File: src/rtl/decade_display_pkg.sv
// Shared types, active-low seven-segment patterns and the BCD decoder.
package decade_pkg;

    typedef logic [3:0] bcd_t;

    // Segment order is {g,f,e,d,c,b,a}; a 0 lights the segment.
    localparam logic [6:0] SEG_0     = 7'b1000000;
    localparam logic [6:0] SEG_1     = 7'b1111001;
    localparam logic [6:0] SEG_2     = 7'b0100100;
    localparam logic [6:0] SEG_3     = 7'b0110000;
    localparam logic [6:0] SEG_4     = 7'b0011001;
    localparam logic [6:0] SEG_5     = 7'b0010010;
    localparam logic [6:0] SEG_6     = 7'b0000010;
    localparam logic [6:0] SEG_7     = 7'b1111000;
    localparam logic [6:0] SEG_8     = 7'b0000000;
    localparam logic [6:0] SEG_9     = 7'b0010000;
    localparam logic [6:0] SEG_BLANK = 7'b1111111;

    function automatic logic [6:0] bcd_to_seg(input bcd_t d);
        case (d)
            4'd0:    return SEG_0;
            4'd1:    return SEG_1;
            4'd2:    return SEG_2;
            4'd3:    return SEG_3;
            4'd4:    return SEG_4;
            4'd5:    return SEG_5;
            4'd6:    return SEG_6;
            4'd7:    return SEG_7;
            4'd8:    return SEG_8;
            4'd9:    return SEG_9;
            default: return SEG_BLANK;
        endcase
    endfunction

endpackage

File: src/rtl/decade_display_bcd_digit.sv
// One BCD digit of the accumulator; carry ripples combinationally to the next digit.
module bcd_digit
    import decade_pkg::*;
(
    input  logic clk,
    input  logic rst,
    input  logic clr,
    input  logic cin,
    output bcd_t q,
    output logic cout
);

    assign cout = cin & (q == 4'd9);

    always_ff @(posedge clk) begin
        if (rst || clr)
            q <= '0;
        else if (cin)
            q <= (q == 4'd9) ? 4'd0 : q + 4'd1;
    end

endmodule

File: src/rtl/decade_display.sv
// Edge-counting BCD accumulator with sticky overflow, freezeable display
// register and a multiplexed, leading-zero-blanked seven-segment driver.
module decade_display
    import decade_pkg::*;
#(
    parameter int DIGITS      = 4,
    parameter int REFRESH_DIV = 50000
) (
    input  logic              clk,
    input  logic              rst,
    input  logic              in,
    input  logic              clr,
    input  logic              hold,
    output logic [DIGITS-1:0] an,
    output logic [6:0]        seg,
    output logic              ovf
);

    localparam int RW = $clog2(REFRESH_DIV);
    localparam int IW = (DIGITS > 1) ? $clog2(DIGITS) : 1;

    logic                    in_q;
    logic                    inc;
    logic [DIGITS:0]         carry;
    bcd_t [DIGITS-1:0]       cnt;
    bcd_t [DIGITS-1:0]       disp;
    logic [RW-1:0]           ref_cnt;
    logic [IW-1:0]           idx;
    logic [DIGITS-1:0]       live;
    bcd_t                    cur;
    logic                    blank;

    // in_q resets high so a level held through reset is not seen as an edge.
    always_ff @(posedge clk) begin
        if (rst) in_q <= 1'b1;
        else     in_q <= in;
    end

    assign inc      = in & ~in_q;
    assign carry[0] = inc;

    for (genvar k = 0; k < DIGITS; k++) begin : g_dig
        bcd_digit u_dig (
            .clk  (clk),
            .rst  (rst),
            .clr  (clr),
            .cin  (carry[k]),
            .q    (cnt[k]),
            .cout (carry[k+1])
        );
    end

    always_ff @(posedge clk) begin
        if (rst || clr)         ovf <= 1'b0;
        else if (carry[DIGITS]) ovf <= 1'b1;
    end

    always_ff @(posedge clk) begin
        if (rst || clr) disp <= '0;
        else if (!hold) disp <= cnt;
    end

    always_ff @(posedge clk) begin
        if (rst) begin
            ref_cnt <= '0;
            idx     <= '0;
        end else if (ref_cnt == RW'(REFRESH_DIV - 1)) begin
            ref_cnt <= '0;
            idx     <= (idx == IW'(DIGITS - 1)) ? '0 : idx + 1'b1;
        end else begin
            ref_cnt <= ref_cnt + 1'b1;
        end
    end

    // live[k]: digit k or some higher digit is non-zero.
    always_comb begin
        live = '0;
        live[DIGITS-1] = (disp[DIGITS-1] != 4'd0);
        for (int k = DIGITS - 2; k >= 0; k--)
            live[k] = live[k+1] | (disp[k] != 4'd0);
    end

    assign cur   = disp[idx];
    assign blank = (idx != '0) && !live[idx];

    always_ff @(posedge clk) begin
        if (rst) begin
            an  <= ~DIGITS'(1);
            seg <= SEG_0;
        end else begin
            an  <= ~(DIGITS'(1) << idx);
            seg <= blank ? SEG_BLANK : bcd_to_seg(cur);
        end
    end

endmodule
File: config.mk
export PLATFORM = sky130hd
export DESIGN_NAME = decade_display
export DESIGN_NICKNAME = d
export VERILOG_FILES = /design/src/rtl/decade_display_pkg.sv /design/src/rtl/decade_display_bcd_digit.sv /design/src/rtl/decade_display.sv
export SDC_FILE = /design/constraint.sdc
export NUM_CORES = 1
export LEC_CHECK = 0
export ABC_AREA = 0
export CORE_MARGIN = 2
export CORE_UTILIZATION = 40
export DETAILED_ROUTE_END_ITERATION = 8
export DONT_BUFFER_PORTS = 1
export HOLD_SLACK_MARGIN = 0.06
export SETUP_SLACK_MARGIN = 0.05
export SYNTH_ARGS = -nofsm -noshare
export SYNTH_HDL_FRONTEND = slang
export SYNTH_SLANG_ARGS = --single-unit
File: constraint.sdc
create_clock -name clk -period 3.25 [get_ports clk]
set_input_delay 0.65 -clock clk [delete_from_list [all_inputs] [get_ports clk]]
set_output_delay 0.65 -clock clk [all_outputs]
set_load 0.01 [all_outputs]
Word-level counts from Yosys, hierarchy flattened

Memories as Yosys holds them, arrays and structs flattened.
Index checks and enable logic that the tools add are counted.

Memories kept: 1
Bits in registers: 63
Word-level logic and storage cells: 60
Bits of input ports: 5
Bits in read-only memories: 112
Output and inout bits: 12

Order comparisons: 1
Multiplexer cells: 10
Equal/unequal tests: 6
Add/subtract/negate cells: 6
Bitwise gates (word level): 10
Reductions and logical operators: 10
Shifts and indexed selects: 1

Memories:

| memory           | words | width | rd ports | clocked after Yosys merged registers in | write ports | line                     | text |
|---|---|---|---|---|---|---|---|
| (name not given) | 16    | 7     | 1        | 0                                       | 0           | decade_display_pkg.sv:20 | `case (d)` |

Operators with widths:

| operator                                           | number |
|---|---|
| two-way mux 4 bit                                  | 5 |
| adder 16 x 1 -> 16 bit, second input constant      | 1 |
| adder 4 x 1 -> 4 bit, second input constant        | 4 |
| equality test 16 bit, second input constant        | 1 |
| equality test 4 bit, second input constant         | 4 |
| nonzero test 4 bit                                 | 4 |
| binary-select mux 4 bit (select 2 bit)             | 1 |
| two-way mux 6 bit                                  | 1 |
| bitwise AND 1 bit                                  | 5 |
| NOT 4 bit                                          | 1 |
| OR reduction 2 bit                                 | 2 |
| << shifter 1 x 2 -> 4 bit, first input constant    | 1 |
| < comparator 2 x 3 -> 1 bit, second input constant | 1 |
| bitwise OR 1 bit                                   | 3 |
| adder 2 x 1 -> 2 bit, second input constant        | 1 |
| binary-select mux 1 bit (select 2 bit)             | 1 |
| equality test 2 bit, second input constant         | 1 |
| two-way mux 2 bit                                  | 1 |
| nonzero test 2 bit                                 | 1 |
| logical AND 1 bit                                  | 1 |
| zero test 1 bit                                    | 1 |
| logical OR 1 bit                                   | 1 |
| two-way mux 1 bit                                  | 1 |
| NOT 1 bit                                          | 1 |

Longest topological paths before layout

Word-level depth: 9
Mapped depth: 8
Mapped depth without buffers: 7

Hierarchy

From an unflattened synthesis, not the netlist that was laid out.

Cells, all modules: 309
Area total of the unflattened synthesis: 2911.5 um^2

By module, submodules not included:

| module         | cells each | times used | seq. area each (um^2) | area each (um^2) |
|---|---|---|---|---|
| decade_display | 229        | 1          | 940.9                 | 2140.8 |
| bcd_digit      | 20         | 4          | 80.1                  | 192.7 |

Least setup slack after synthesis

Ideal clock, no wire load.

Path kind: reg2reg
Start point: register idx[0]
End point: register seg[6]
Setup time: 0.127 ns
Cell stages (with the launch flop): 7
Buffers on the path: 1
Slack: 1.281 ns
Period minus slack after synthesis: 1.969 ns
Data required time: 3.123 ns
Arrival time: 1.842 ns
Path through: dfxtp_1 buf_6 mux4_2 ha_1 and2_4 o21ba_1 or3_1

Cells in the longest elaborated chain, start to end: 5
Elaborated cells between the ends (all ways): 9
Classes of those cells: 4 x mux; 4 x reduce/logical; 1 x memory

Ends and longest elaborated chain:

| element                                                                     | line                 | text |
|---|---|---|
| from (decl)                                                                 | decade_display.sv:28 | `logic [IW-1:0] idx;` |
| from (signal assigned)                                                      | decade_display.sv:69 | `idx <= (idx == IW'(DIGITS - 1)) ? '0 : idx + 1'b1;` |
| parallel branches: the longest is 5 deep, another holds memory (16 x 7 bit) | -                    |  |
| to (signal assigned)                                                        | decade_display.sv:92 | `seg <= blank ? SEG_BLANK : bcd_to_seg(cur);` |
| to (decl)                                                                   | decade_display.sv:15 | `output logic [6:0] seg,` |

Several ways; the timed one is not identified. The select of a mux whose other input is x is not followed.
A chain may end at the register's enable or synchronous reset.

Worst setup path after layout

Ends and elaborated chain as after synthesis.

==> summary.md <==
| Metric | Value |
|---|---|
| Run status | complete, no violations |
| Starting density of the core | 41.1% |
| Largest stage delay on the critical path | 0.65 ns |
| Cell with the largest stage delay on the worst path | sky130_fd_sc_hd__dfxtp_1 |
| Post-cts hold buffer count | 0 |
| Area growth syn-to-layout | 7.34% |
| Fmax | 0.460 GHz |
| Final routed wire length divided by cell count | 13.2 µm |
| Die footprint | 8170 µm² |
| Class of the tightest hold or removal check | in -> reg |
| Critical-path cell list | mux4_2 > ha_1 > and2_4 > o21ba_1 > or3_1 |
| Pins over their slew limit | 0 |
| Routability cong. | 0.875 |
| Relative max-transition margin | 60.1% |
| Crit path buffers/inverters | 0 |
| Final total power | 0.00143 W |
| Y dimension of the die | 90.4 µm |
| RSZ-0062 raised after global routing | no |
| Maximum number of pins on one net before global-route repair | 34 |
| Met3 routing resource usage after global routing | 5.01% |
| Antenna diode instance count | 0 |
| Setup-violating endpoint count in the final report | 0 |
| DRC Markers | 0 |
| Critical path data arrival time | 2.40 ns |
| GRT Total Usage | 14.5% |
| First-pass GRT wire length | 9560 µm |
| Kind of cell adding the most delay to the critical path | flip-flops |
| Worst setup EP type | flop |
| Async set-or-reset flop fraction in the synthesized netlist | 0% |
| Number of buffers created by CTS | 9 |
| Slew at the pin closest to its max-slew limit | 0.599 ns |
| Post-synthesis average cell area | 9.30 µm² |
| Detailed Route WL | 5510 µm |
| Clock root buffer | sky130_fd_sc_hd__clkbuf_8 |
| Number of global-route vias before repair | 2034 |
| Layer with the highest usage after global routing | met2 |
| Met1 Resource Use GR | 19.2% |
| Clock tree buffer depth | 2 |
| Standby leakage power | 1.15 nW |
| Detail Route Antenna Nets | 0 |
| Global routing met2 resource utilization | 21.7% |
| Number of filler instances in the final layout | 710 |
| Clock latency of the later-clocked register in the worst-skew pair | 0.34 ns |
| Total Negative Setup Slacks | 0 ns |
| Total vias in the final route | 2168 |
| 1st-iter DRT viols | 103 |
| Final worst setup slack | 1.08 ns |
| Remaining global-route overflow | 0 |
| Crit path kind | reg -> reg |
| CP max FO | 13 |
| Prevailing post-synth register cell | sky130_fd_sc_hd__dfxtp_1 |
| Count of port buffers added during placement | 0 |
| Skew final | 0.0114 ns |
| Floorplan row count | 31 |
| Post-synthesis cell area | 2980 µm² |
| Number of max-cap violations | 0 |
| Flip-flop and latch count after synthesis | 63 |
| Nets | 331 |
| Yosys warns | 0 |
| Die extent in x | 90.4 µm |
| Number of instances in the synthesized netlist | 321 |
| Number of sinks handled by clock tree synthesis | 63 |
| HPWL Detailed | 3760 µm |
| Count of cell types in the netlist | 52 |
| Power density of the placed cells | 448 nW/µm² |
| Clock slew at the register clock pins of the worst setup and hold paths | 0.07 ns |
| Total iterations of the first detailed-routing run | 5 |
| Resized cells post-CTS | 0 |
| CP Data Required Time | 3.48 ns |
| Top-level I/O count | 17 |
| Final cycle utilization of the critical path | 66.8% |
| Clock tree from TritonCTS | done |
| Ratio of cells with drive above 1 in the final layout | 7.81% |
| CTS HTree Levels | 3 |
| Number of enable flip-flop cells after synthesis | 0 |
| Post-detailed-route via-to-cell ratio | 5.17 |
| Antenna violations before repair | 0 |
| Dpl ws | 1.07 ns |
| VDD IR-drop max | 0.164 mV |
| Number of setup buffers added after CTS | 0 |
| Final hold violations | 0 |
| Total nets after synthesis | 336 |
| Core Area | 7250 µm² |
| Startpoint kind of the worst setup timing path | flop |
| Shortest clock period the worst path allows after layout | 2.17 ns |
| Sequential area share after synthesis | 42.3% |
## cell usage after synthesis, drive strengths merged, types with 5 or more instances
library cell / n / area (µm²)
a21oi: 23 / 115
and3: 6 / 37.5
buf: 7 / 45.0
clkbuf: 9 / 36.3
dfxtp: 63 / 1260
ha: 10 / 125
inv: 10 / 37.5
mux2i: 20 / 200
nand2: 16 / 60.1
nand2b: 6 / 37.5
nand3: 7 / 35.0
nand4: 12 / 90.1
nor2: 44 / 165
nor2b: 7 / 43.8
nor3b: 6 / 56.3
o21ai: 7 / 35.0
or3: 7 / 43.8
xnor2: 5 / 43.8
xor2: 11 / 96.3
## layout by cell type (no fill, tap or decap), types with 2 or more instances in the layout
cell type / n
sky130_fd_sc_hd__a21oi_1: 23
sky130_fd_sc_hd__nor4bb_1: 2
sky130_fd_sc_hd__or3_1: 7
sky130_fd_sc_hd__and3_1: 6
sky130_fd_sc_hd__and2b_1: 2
sky130_fd_sc_hd__nor3_1: 3
sky130_fd_sc_hd__or4_1: 4
sky130_fd_sc_hd__nor4_1: 2
sky130_fd_sc_hd__ha_1: 10
sky130_fd_sc_hd__nand2b_1: 6
sky130_fd_sc_hd__clkbuf_8: 12
sky130_fd_sc_hd__dfxtp_1: 63
sky130_fd_sc_hd__or2_2: 3
sky130_fd_sc_hd__o21ai_0: 7
sky130_fd_sc_hd__inv_1: 10
sky130_fd_sc_hd__and4_1: 2
sky130_fd_sc_hd__nor3b_1: 5
sky130_fd_sc_hd__clkbuf_1: 3
sky130_fd_sc_hd__nand4b_1: 2
sky130_fd_sc_hd__xnor2_1: 5
sky130_fd_sc_hd__nand4_1: 11
sky130_fd_sc_hd__nor2b_1: 7
sky130_fd_sc_hd__nor2_1: 44
sky130_fd_sc_hd__nand2_1: 16
sky130_fd_sc_hd__o31ai_1: 3
sky130_fd_sc_hd__xor2_1: 11
sky130_fd_sc_hd__mux2i_1: 20
sky130_fd_sc_hd__mux4_2: 4
sky130_fd_sc_hd__nand3_1: 7
## metrics by stage
step	instance area (µm²)	util [%]	std cells	hold slack [ns]
2_1_floorplan	2980	-	321	0.426
3_3_place_gp	3030	41.7	404	0.443
3_5_place_dp	3030	41.7	404	0.453
4_1_cts	3200	44.2	419	0.352
5_1_grt	3200	44.2	419	0.353
6_report	3200	44.2	419	0.380
## registers in the layout (all words and copies together), names as in the netlist
name,flops
idx,2
seg,7
disp,16
ovf,1
in_q,1
an,4
ref_cnt,16
g_dig.u_dig.q,16
## power breakdown
group	switching, W	total (W)	internal, W	leakage, nW
Sequential	0.00000365	0.000780	0.000776	0.508
Clock	0.000293	0.000630	0.000337	0.0898
Combinational	0.0000131	0.0000236	0.0000105	0.552
Total	0.000310	0.00143	0.00112	1.15
## metal layers
layer  share of wire [%]  wire [µm]
met1                  53       2940
met2                  41       2240
met3                 4.2        230
met4                 1.8        100
met5                   0          0
## cell families after synthesis
| kind of cell | share of synthesized area, % |
|---|---|
| multiplexers | 9.73 |
| XOR/XNOR | 4.70 |
| flip-flops | 42.3 |
| adder cells (fa/ha/maj) | 4.19 |
| buffers and inverters | 3.98 |
| AO/OA/AOI/OAI | 9.06 |
| AND/OR/NAND/NOR | 26.1 |
## worst reg2reg max path, delay by kind of cell, from the launching register on
| kind | cells | cell delay (ns) |
|---|---|---|
| simple gates | 2 | 0.42 |
| fa+ha+maj | 1 | 0.21 |
| compound gates | 1 | 0.15 |
| mux | 1 | 0.64 |
| flops | 1 | 0.65 |
## final timing paths
kind / end / slack, ns / from / depth (start not counted)
setup / recovery: seg[6] / 1.08 / idx[0] / 5
hold / removal: seg[0] / 0.38 / rst / 1
setup reg to reg: seg[6] / 1.08 / idx[0] / 5
hold reg to reg: ref_cnt[0] / 0.47 / ref_cnt[0] / 1
## layout make-up
cell class	instances	area (µm²)	share of cell area, %
Clock buffer	15	176	5.51
Multi-Input combinational cell	232	1600	50.1
Sequential cell	63	1260	39.4
Inverter	10	37.5	1.17
Tap cell	99	124	3.87
No activity file was read; power rests on OpenSTA's default activity.
